==> src/rtl/pc_fetch_pkg.sv <==
// Shared types for the fetch-stage controller.
// Fetch FSM states, redirect sources and PC step.
package pc_fetch_pkg;

  typedef enum logic [2:0] {
    IDLE,
    REQ,
    WAIT,
    HOLD,
    DROP
  } fetch_state_t;

  typedef enum logic [1:0] {
    NONE,
    JUMP,
    BRANCH,
    TRAP
  } redirect_src_t;

  localparam int unsigned PC_INCR = 4;

endpackage

==> src/rtl/pc_redirect_sel.sv <==
// Priority redirect select: trap > branch > jump.
// Misaligned branch/jump targets are turned into traps.
module pc_redirect_sel
  import pc_fetch_pkg::*;
#(
  parameter int XLEN = 32,
  parameter logic [XLEN-1:0] TRAP_VECTOR = 32'h0000_0100
) (
  input  logic            trap,
  input  logic            branch,
  input  logic [XLEN-1:0] branch_target,
  input  logic            jump,
  input  logic [XLEN-1:0] jump_target,
  output logic            hit,
  output logic [XLEN-1:0] target,
  output redirect_src_t   src,
  output logic            misalign
);

  always_comb begin
    hit      = 1'b1;
    target   = TRAP_VECTOR;
    src      = TRAP;
    misalign = 1'b0;
    priority case (1'b1)
      trap: ;
      branch: begin
        if (branch_target[1:0] != 2'b00) begin
          misalign = 1'b1;
        end else begin
          target = branch_target;
          src    = BRANCH;
        end
      end
      jump: begin
        if (jump_target[1:0] != 2'b00) begin
          misalign = 1'b1;
        end else begin
          target = jump_target;
          src    = JUMP;
        end
      end
      default: begin
        hit = 1'b0;
        src = NONE;
      end
    endcase
  end

endmodule

==> src/rtl/pc_fetch_ctrl.sv <==
// Fetch-stage PC owner and imem request sequencer.
// Optional perf counters under PC_FETCH_PERF_EN.
module pc_fetch_ctrl
  import pc_fetch_pkg::*;
#(
  parameter int XLEN = 32,
  parameter logic [XLEN-1:0] RESET_VECTOR = 32'h0000_0000,
  parameter logic [XLEN-1:0] TRAP_VECTOR  = 32'h0000_0100
) (
  input  logic            clk,
  input  logic            reset,
  input  logic            stall_i,
  input  logic            jump_i,
  input  logic [XLEN-1:0] jump_target_i,
  input  logic            branch_taken_i,
  input  logic [XLEN-1:0] branch_target_i,
  input  logic            trap_i,
  output logic            imem_req_o,
  output logic [XLEN-1:0] imem_addr_o,
  input  logic            imem_ready_i,
  input  logic            imem_valid_i,
  input  logic [31:0]     imem_rdata_i,
  output logic [XLEN-1:0] pc_o,
  output logic [31:0]     instr_o,
  output logic            if_valid_o,
  output logic            flush_if_o,
  output logic            flush_id_o,
  output logic            misalign_o
`ifdef PC_FETCH_PERF_EN
  ,
  output logic [31:0]     perf_fetch_cnt_o,
  output logic [31:0]     perf_redirect_cnt_o
`endif
);

  fetch_state_t    state;
  logic [XLEN-1:0] pc;
  logic [XLEN-1:0] tgt;
  redirect_src_t   src;
  logic            hit;
  logic            mis;
  logic            redir;
  logic            consume;

  pc_redirect_sel #(
    .XLEN        (XLEN),
    .TRAP_VECTOR (TRAP_VECTOR)
  ) u_sel (
    .trap          (trap_i),
    .branch        (branch_taken_i),
    .branch_target (branch_target_i),
    .jump          (jump_i),
    .jump_target   (jump_target_i),
    .hit           (hit),
    .target        (tgt),
    .src           (src),
    .misalign      (mis)
  );

  // Redirects are ignored in IDLE and while reset is held.
  assign redir   = hit && !reset && (state != IDLE);
  assign consume = (state == HOLD) && !redir && !stall_i;

  assign flush_if_o  = redir;
  assign flush_id_o  = redir && (src != JUMP);
  assign pc_o        = pc;
  assign imem_addr_o = pc;

  always_ff @(posedge clk) begin
    if (reset) begin
      state      <= IDLE;
      pc         <= RESET_VECTOR;
      instr_o    <= '0;
      if_valid_o <= 1'b0;
      misalign_o <= 1'b0;
      imem_req_o <= 1'b0;
    end else begin
      misalign_o <= redir && mis;
      if (redir) begin
        pc         <= tgt;
        if_valid_o <= 1'b0;
      end
      case (state)
        IDLE: begin
          state      <= REQ;
          imem_req_o <= 1'b1;
        end
        REQ: begin
          if (redir) begin
            state      <= imem_ready_i ? DROP : REQ;
            imem_req_o <= !imem_ready_i;
          end else if (imem_ready_i) begin
            state      <= WAIT;
            imem_req_o <= 1'b0;
          end
        end
        WAIT: begin
          if (redir) begin
            state <= DROP;
          end else if (imem_valid_i) begin
            instr_o    <= imem_rdata_i;
            if_valid_o <= 1'b1;
            state      <= HOLD;
          end
        end
        HOLD: begin
          if (redir) begin
            state      <= REQ;
            imem_req_o <= 1'b1;
          end else if (!stall_i) begin
            pc         <= pc + XLEN'(PC_INCR);
            if_valid_o <= 1'b0;
            state      <= REQ;
            imem_req_o <= 1'b1;
          end
        end
        DROP: begin
          // The stale response retires the drop even if redirected again.
          if (imem_valid_i) begin
            state      <= REQ;
            imem_req_o <= 1'b1;
          end
        end
        default: begin
          state      <= IDLE;
          imem_req_o <= 1'b0;
        end
      endcase
    end
  end

`ifdef PC_FETCH_PERF_EN
  always_ff @(posedge clk) begin
    if (reset) begin
      perf_fetch_cnt_o    <= '0;
      perf_redirect_cnt_o <= '0;
    end else begin
      if (consume) perf_fetch_cnt_o <= perf_fetch_cnt_o + 32'd1;
      if (redir) perf_redirect_cnt_o <= perf_redirect_cnt_o + 32'd1;
    end
  end
`endif

endmodule

==> config.mk <==
export PLATFORM = sky130hd
export DESIGN_NAME = pc_fetch_ctrl
export DESIGN_NICKNAME = d
export VERILOG_FILES = /design/src/rtl/pc_fetch_pkg.sv /design/src/rtl/pc_redirect_sel.sv /design/src/rtl/pc_fetch_ctrl.sv
export SDC_FILE = /design/constraint.sdc
export NUM_CORES = 1
export LEC_CHECK = 0
export ABC_AREA = 1
export BUFFER_PORTS_ARGS = -buffer_cell sky130_fd_sc_hd__buf_2
export CAP_MARGIN = 10
export CORE_UTILIZATION = 44
export CTS_BUF_LIST = sky130_fd_sc_hd__clkbuf_2 sky130_fd_sc_hd__clkbuf_4 sky130_fd_sc_hd__clkbuf_8
export DETAILED_ROUTE_END_ITERATION = 8
export PLACE_DENSITY = 0.77
export SYNTH_ARGS = -nofsm -noshare
export SYNTH_HDL_FRONTEND = slang
export SYNTH_SLANG_ARGS = --single-unit
==> constraint.sdc <==
create_clock -name clk -period 1.3 [get_ports clk]
set_input_delay 0.065 -clock clk [delete_from_list [all_inputs] [get_ports clk]]
set_output_delay 0.065 -clock clk [all_outputs]
set_load 0.01 [all_outputs]
==> results of run 1 <==
==> sequential cells by signal, indices dropped and copies added (netlist names) <==
name and flops:
imem_addr_o 32, imem_req_o 1, instr_o 32, if_valid_o 1
misalign_o 1, state 3
==> timing repair <==
item | CTS | global route
pin swaps | 21 | 37
endpoints found under the setup margin | 65 | 69
gates resized for setup | 69 | 120
setup buffers | 8 | 12
gates cloned | 5 | 1
hold buffers | 32 | 0
endpoints found under the hold margin | 32 | 0
==> cell families (layout without fill, tap and decap cells) <==
kind of cell,after synthesis,in the layout
simple gates,298,298
buf+inv,140,435
compound gates,138,138
flops,70,70
xor+xnor,10,10
fa+ha+maj,1,1
==> routing by layer <==
layer,part of all wire,track usage,vias up
met3,0.080,0.0645,55
met5,0,0,-
met2,0.51,0.540,308
met4,0.034,0.0881,0
li1,-,-,2669
met1,0.38,0.330,2581
==> stage by stage <==
stage / hold slack [ns] / cells / util / power, W / TNS [ns]
final: 0.0879 / 1081 / 0.771 / 0.00776 / -9.13
after global routing: 0.104 / 1081 / 0.771 / 0.00810 / -14.57
after CTS: 0.0465 / 1070 / 0.714 / 0.00691 / -5.21
after detailed placement: 0.345 / 1009 / 0.617 / 0.00464 / -4.23
after global placement: 0.330 / 1009 / 0.617 / 0.00462 / -2.24
after floorplan: 0.238 / 657 / - / 0.00384 / -0.612
==> Yosys cell counts (8+ instances only) <==
cell type | count | area [sq um]
nand2_1 | 134 | 503
a21oi_1 | 84 | 420
nor2_1 | 80 | 300
inv_1 | 75 | 282
dfxtp_1 | 70 | 1400
nand3_1 | 41 | 205
buf_4 | 38 | 285
o21ai_0 | 25 | 125
o21ai_1 | 12 | 60.1
nand4_1 | 10 | 62.6
buf_6 | 9 | 101
nand3b_1 | 9 | 67.6
nand2_2 | 8 | 50.1
==> layout make-up <==
| cell class | count | area, sq um | share of cell area |
|---|---|---|---|
| well taps | 129 | 161 | 0.0223 |
| flip-flops and latches | 70 | 1430 | 0.198 |
| repair buffers | 339 | 2400 | 0.332 |
| inverters | 80 | 325 | 0.0450 |
| clock inverters | 7 | 63.8 | 0.00883 |
| clock buffers | 9 | 124 | 0.0171 |
| multi-input cells | 447 | 2720 | 0.377 |
==> how the worst max path moves through the flow <==
stage | start | to | slack [ns] | depth (start not counted)
floorplan | imem_addr_o[3]$_SDFF_PP0_ | imem_addr_o[24]$_SDFF_PP0_ | -0.12 | 8
global placement | imem_addr_o[3]$_SDFF_PP0_ | imem_addr_o[24]$_SDFF_PP0_ | -0.13 | 9
detailed placement | imem_addr_o[3]$_SDFF_PP0_ | imem_addr_o[24]$_SDFF_PP0_ | -0.17 | 10
CTS | imem_addr_o[2]$_SDFF_PP0_ | imem_addr_o[24]$_SDFF_PP0_ | -0.15 | 10
global route | state[1]$_SDFFE_PP0P_ | instr_o[0]$_SDFFE_PP0P_ | -0.30 | 8
finish | imem_addr_o[6]$_SDFF_PP0_ | imem_addr_o[27]$_SDFF_PP0_ | -0.24 | 9
==> worst max-delay path, stage by stage, from the launching register on <==
cell      delay [ns]
dfxtp_2         0.38
nand2_2         0.10
nor2_4          0.15
nand2_2         0.10
nor2_4          0.14
buf_12          0.13
buf_4           0.12
nand3_4         0.07
o21bai_1        0.14
a21oi_1         0.08
==> power breakdown <==
group / internal (W) / leakage (nW) / switching (W)
clock network: 0.000736 / 0.0903 / 0.00102
registers: 0.00240 / 0.575 / 0.000195
logic: 0.00154 / 2.67 / 0.00187
==> summary.txt, run 1 <==
Synth
  • Async SR Flop Fraction: 0
  • Ys Warns: 0
  • Post-Synthesis Cells: approximately 660
  • Cell area after synthesis: around 0.0043 sq mm
  • XOR/XNOR Fraction of Synth Area: 0.0220
  • Main combinational cell family by area after synthesis: simple AND/OR/NAND/NOR gates
  • Mapped Nets: 762
  • Mux contribution to synthesized area: 0
  • Adder-cell share of the synthesized area: 0.00290
  • Syn avg cell area: 6.57 sq um
  • Post-synth top flop: dfxtp_1
  • Synth Area in Simple Gates: 0.306
  • Seq/Total Area, Yosys: 0.325
  • EDFF count, synth: 0
  • Synth Register Bits: 70
  • Yosys cell types: 32
  • Compound-cell area share of the yosys netlist: 0.172

Finish
  • Fillcell total: 661
  • Final #Nets: 1052
  • Commonest non-fill, non-tap cell in the layout: buf_2
  • Layout cells sized above 1: 0.494
  • Design area: between 0.007 and 0.008 sq mm
  • Synthesis-to-finish area growth: 67.5%
  • Most frequent cells in the layout: 202 x buf_2, 120 x nand2_1, 74 x buf_4
  • Diodes inserted: 0

Run status
  • Status: finished with violations
  • Failing checks: negative setup slack

STA
  • Max Freq: 651 MHz
  • Min Clock Period, post-route: 1.54 ns
  • Worst-margin pin slew: between 0.5 and 0.6 ns
  • Setup Skew: 0.0143 ns
  • Period utilization: 1.18
  • Max Slew Vio Count: 0
  • Hold Violations, Final: 0
  • Final setup violation count: 69
  • Slew headroom: 0.607
  • RSZ-0062 raised after global routing: yes
  • Final setup margin: -0.235 ns

Global routing
  • Vias in the first global route: 5098
  • Pin count of the biggest net entering global routing: 38
  • Overflow after GRT: 0
  • Initial antenna violation count: 0
  • All-layer global routing usage: 0.291
  • First-pass GRT wire length: 23300 um

Floorplan
  • Die area: about 0.010 sq mm
  • # IOs: 205
  • Total core area: 0.00937 sq mm
  • DIE WIDTH: 101 um
  • Starting Density: 0.460
  • Chip height: 101 um
  • Rows: 35

Pwr
  • Power per Cell Area: between 1000 and 1500 mW/mm^2
  • VDD IR max: 813 uV
  • Leak: 3.33 nW

Worst setup path
  • RR Startpoint: imem_addr_o[6]$_SDFF_PP0_
  • R2R cell count: 9
  • Arr. time, crit path: 1.76 ns
  • CP required: roughly 1.5 ns
  • CP max FO: 8
  • Crit Path Class: flip-flop to flip-flop
  • R2R Setup Slk: -0.24 ns
  • Setup crit end kind: flip-flop
  • Crit start category: flip-flop
  • R2R Path End: imem_addr_o[27]$_SDFF_PP0_

Clock tree
  • CTS tree: done
  • Num CTS Buffers: 9
  • H-tree depth: 3
  • Clk sinks: 70
  • Clock slew at reported path FFs: ~0.09 ns
  • Maximum clock insertion buffer count: 2
  • CTS root buffer: clkbuf_8
  • Worst-Skew Late Latency: 0.36 ns

Placed design
  • Place WS: -0.169 ns
  • GP Congestion: 0.851
  • Area after DPL: 0.00578 sq mm
  • Hpwl dp: 9530 um
  • IO Port Bufs: 204

Routing
  • DR iter-0 viols: ~270
  • Drt pass-1 iters: 5
  • DR vias/cell: 5.19
  • Drt wl/cell: 16.2 um
  • Number of nets with antenna violations after routing: 0
  • DR vias: 5613
  • Final WL: 17500 um
  • DRC viols: 0

Min path
  • Min-delay worst type: input pin to flip-flop
  • Hold depth: 4
  • Hold wc startpoint: branch_target_i[2]
  • Worst Hold End: imem_addr_o[2]$_SDFF_PP0_

Job
  • Max-Cap Viols: 0
Power figures use the tool's default switching activity.
==> run 2, diff against run 1 <==
--- a/config.mk
+++ b/config.mk
@@ -11,6 +11,7 @@
 export CORE_UTILIZATION = 44
 export CTS_BUF_LIST = sky130_fd_sc_hd__clkbuf_2 sky130_fd_sc_hd__clkbuf_4 sky130_fd_sc_hd__clkbuf_8
 export DETAILED_ROUTE_END_ITERATION = 8
+export GPL_TIMING_DRIVEN = 0
 export PLACE_DENSITY = 0.77
 export SYNTH_ARGS = -nofsm -noshare
 export SYNTH_HDL_FRONTEND = slang
==> run 2 against run 1 <==
  * The run still ends with negative setup slack left
  * Count of clock-buffer cells in the layout rose by 3
  * Global-route usage is 0.71 points higher
  * Die area did not move
  * Worst setup slack got worse by 0.047 ns
  * Final area increased by 3.6%
  * Critical endpoint is now imem_addr_o[8]$_SDFF_PP0_
  * Clock power increased by 6%
  * Fmax fell by 2.9%
  * Flip-flop and latch count is the same
  * Sequential share of layout area decreased by 0.32 points
  * Core utilization up 2.8 points
  * Wire length rose by 5.1%
  * Power up 5.1%
==> summary.txt, run 2 (synthesized netlist as in run 1, its figures left out) <==
Worst setup path
  • Arr. time, crit path: 1.81 ns
  • Setup crit end kind: flip-flop
  • Crit Path Class: flip-flop to flip-flop
  • CP max FO: 3
  • CP required: between 1.5 and 2 ns
  • R2R cell count: 10
  • Crit start category: flip-flop

Clock tree
  • CTS root buffer: clkbuf_8
  • Clock slew at reported path FFs: 0.08 ns
  • CTS tree: done
  • Num CTS Buffers: 9
  • Maximum clock insertion buffer count: 2
  • H-tree depth: 3
  • Clk sinks: 70
  • Worst-Skew Late Latency: 0.35 ns

STA
  • RSZ-0062 raised after global routing: yes
  • Max Freq: 632 MHz
  • Period utilization: 1.22
  • Setup Skew: 0.00888 ns
  • Slew headroom: 0.410
  • Hold Violations, Final: 0
  • Worst-margin pin slew: just under 0.9 ns
  • WHS: between 0.04 and 0.05 ns
  • Max Slew Vio Count: 0
  • Final setup margin: -0.282 ns
  • Min Clock Period, post-route: 1.58 ns
  • Final setup violation count: 71

Placed design
  • GP Congestion: 0.871
  • Hpwl dp: 9900 um
  • Place WS: -0.298 ns
  • Area after DPL: around 0.0056 sq mm
  • IO Port Bufs: between 200 and 250
  • Inst Count DP: 990

Routing
  • DR vias: approximately 5700
  • DRC viols: 0
  • Drt pass-1 iters: 7
  • DR vias/cell: 5.22
  • Number of nets with antenna violations after routing: 0
  • DR iter-0 viols: about 330
  • Drt wl/cell: 16.9 um
  • Final WL: 18400 um

Finish
  • Diodes inserted: 0
  • Final #Nets: 1061
  • Design area: 0.00749 sq mm
  • Non-filler instance count after layout: 1090
  • Synthesis-to-finish area growth: 73.5%
  • Commonest non-fill, non-tap cell in the layout: buf_2
  • Most frequent cells in the layout: 206 x buf_2, 123 x nand2_1, 70 x inv_1
  • Layout cells sized above 1: 0.514

Floorplan
  • # IOs: between 200 and 250
  • DIE WIDTH: 101 um
  • Starting Density: 0.460
  • Rows: 35
  • Total core area: approximately 0.0094 sq mm
  • Die area: 0.0102 sq mm
  • Chip height: 101 um

Job
  • Max-Cap Viols: 0

Global routing
  • Initial antenna violation count: 0
  • All-layer global routing usage: 0.298
  • Vias in the first global route: around 5000
  • Overflow after GRT: 0
  • First-pass GRT wire length: 23500 um
  • Pin count of the biggest net entering global routing: 13

Min path
  • Min-delay worst type: input pin to flip-flop
  • Hold depth: 3

Run status
  • Failing checks: negative setup slack
  • Status: finished with violations

Pwr
  • Total power: between 0.008 and 0.009 W
  • Leak: 3.46 nW
  • Power per Cell Area: 1090 mW/mm^2
  • VDD IR max: 950 uV
-- run 2: cell types whose count changed in the layout (fill, tap and decap cells not counted), sizes merged --
cell,before,now
dlygate4sd3,32,30
clkinv,2,3
inv,83,80
bufinv,0,1
clkbuf,10,24
clkinvlp,2,0
-- run 2: critical path, cell delays in order (launching register included) --
cell	delay [ns]
dfxtp_4	0.37
ha_4	0.15
nand2_4	0.05
nor2_4	0.14
buf_6	0.13
buf_6	0.09
nand3_4	0.07
xor2_2	0.22
nor2_1	0.09
nor2_1	0.11
nor2_1	0.04
-- run 2: worst paths after layout --
path	from	endpoint	slack [ns]
setup / recovery	imem_addr_o[3]$_SDFF_PP0_	imem_addr_o[8]$_SDFF_PP0_	-0.28
hold / removal	imem_rdata_i[31]	instr_o[31]$_SDFFE_PP0P_	0.05
setup reg to reg	imem_addr_o[3]$_SDFF_PP0_	imem_addr_o[8]$_SDFF_PP0_	-0.28
hold reg to reg	instr_o[28]$_SDFFE_PP0P_	instr_o[28]$_SDFFE_PP0P_	0.46
-- run 2: where the power goes --
group          internal [W]  leakage (nW)  switching (W)
clock network      0.000979         0.108       0.000887
logic               0.00174          2.77        0.00195
registers           0.00239         0.581       0.000197
total               0.00511          3.46        0.00304
-- run 2: layout make-up --
class | instances | area [sq um]
Fill cell | 648 | 1890
Timing Repair Buffer | 288 | 1950
Clock inverter | 4 | 46.3
Clock buffer | 12 | 153
Buffer | 60 | 533
Multi-Input combinational cell | 447 | 2870
Sequential cell | 70 | 1460
Tap cell | 129 | 161
Inverter | 80 | 320
-- run 2: repair_timing --
item	CTS	global route
buffers inserted	24	19
resized for setup	93	165
endpoints found under the setup margin	70	70
endpoints found under the hold margin	27	3
hold buffers	27	3
pin swaps	23	50
cloned	5	7
-- run 2: through the flow --
| step | utilization | setup TNS (ns) |
|---|---|---|
| 4_1_cts | 0.700 | -7.40 |
| 3_5_place_dp | 0.593 | -9.47 |
| 5_1_grt | 0.799 | -16.76 |
| 2_1_floorplan | - | -0.612 |
| 6_report | 0.799 | -12.78 |
| 3_3_place_gp | 0.593 | -8.54 |
-- run 2: metal layers --
layer  global-route usage  vias to the layer above  part of all wire
met4                0.135                        0             0.034
met5                    0                        -                 0
met3               0.0707                       65             0.084
li1                     -                     2676                 -
met1                0.331                     2624              0.37
met2                0.537                      326              0.51
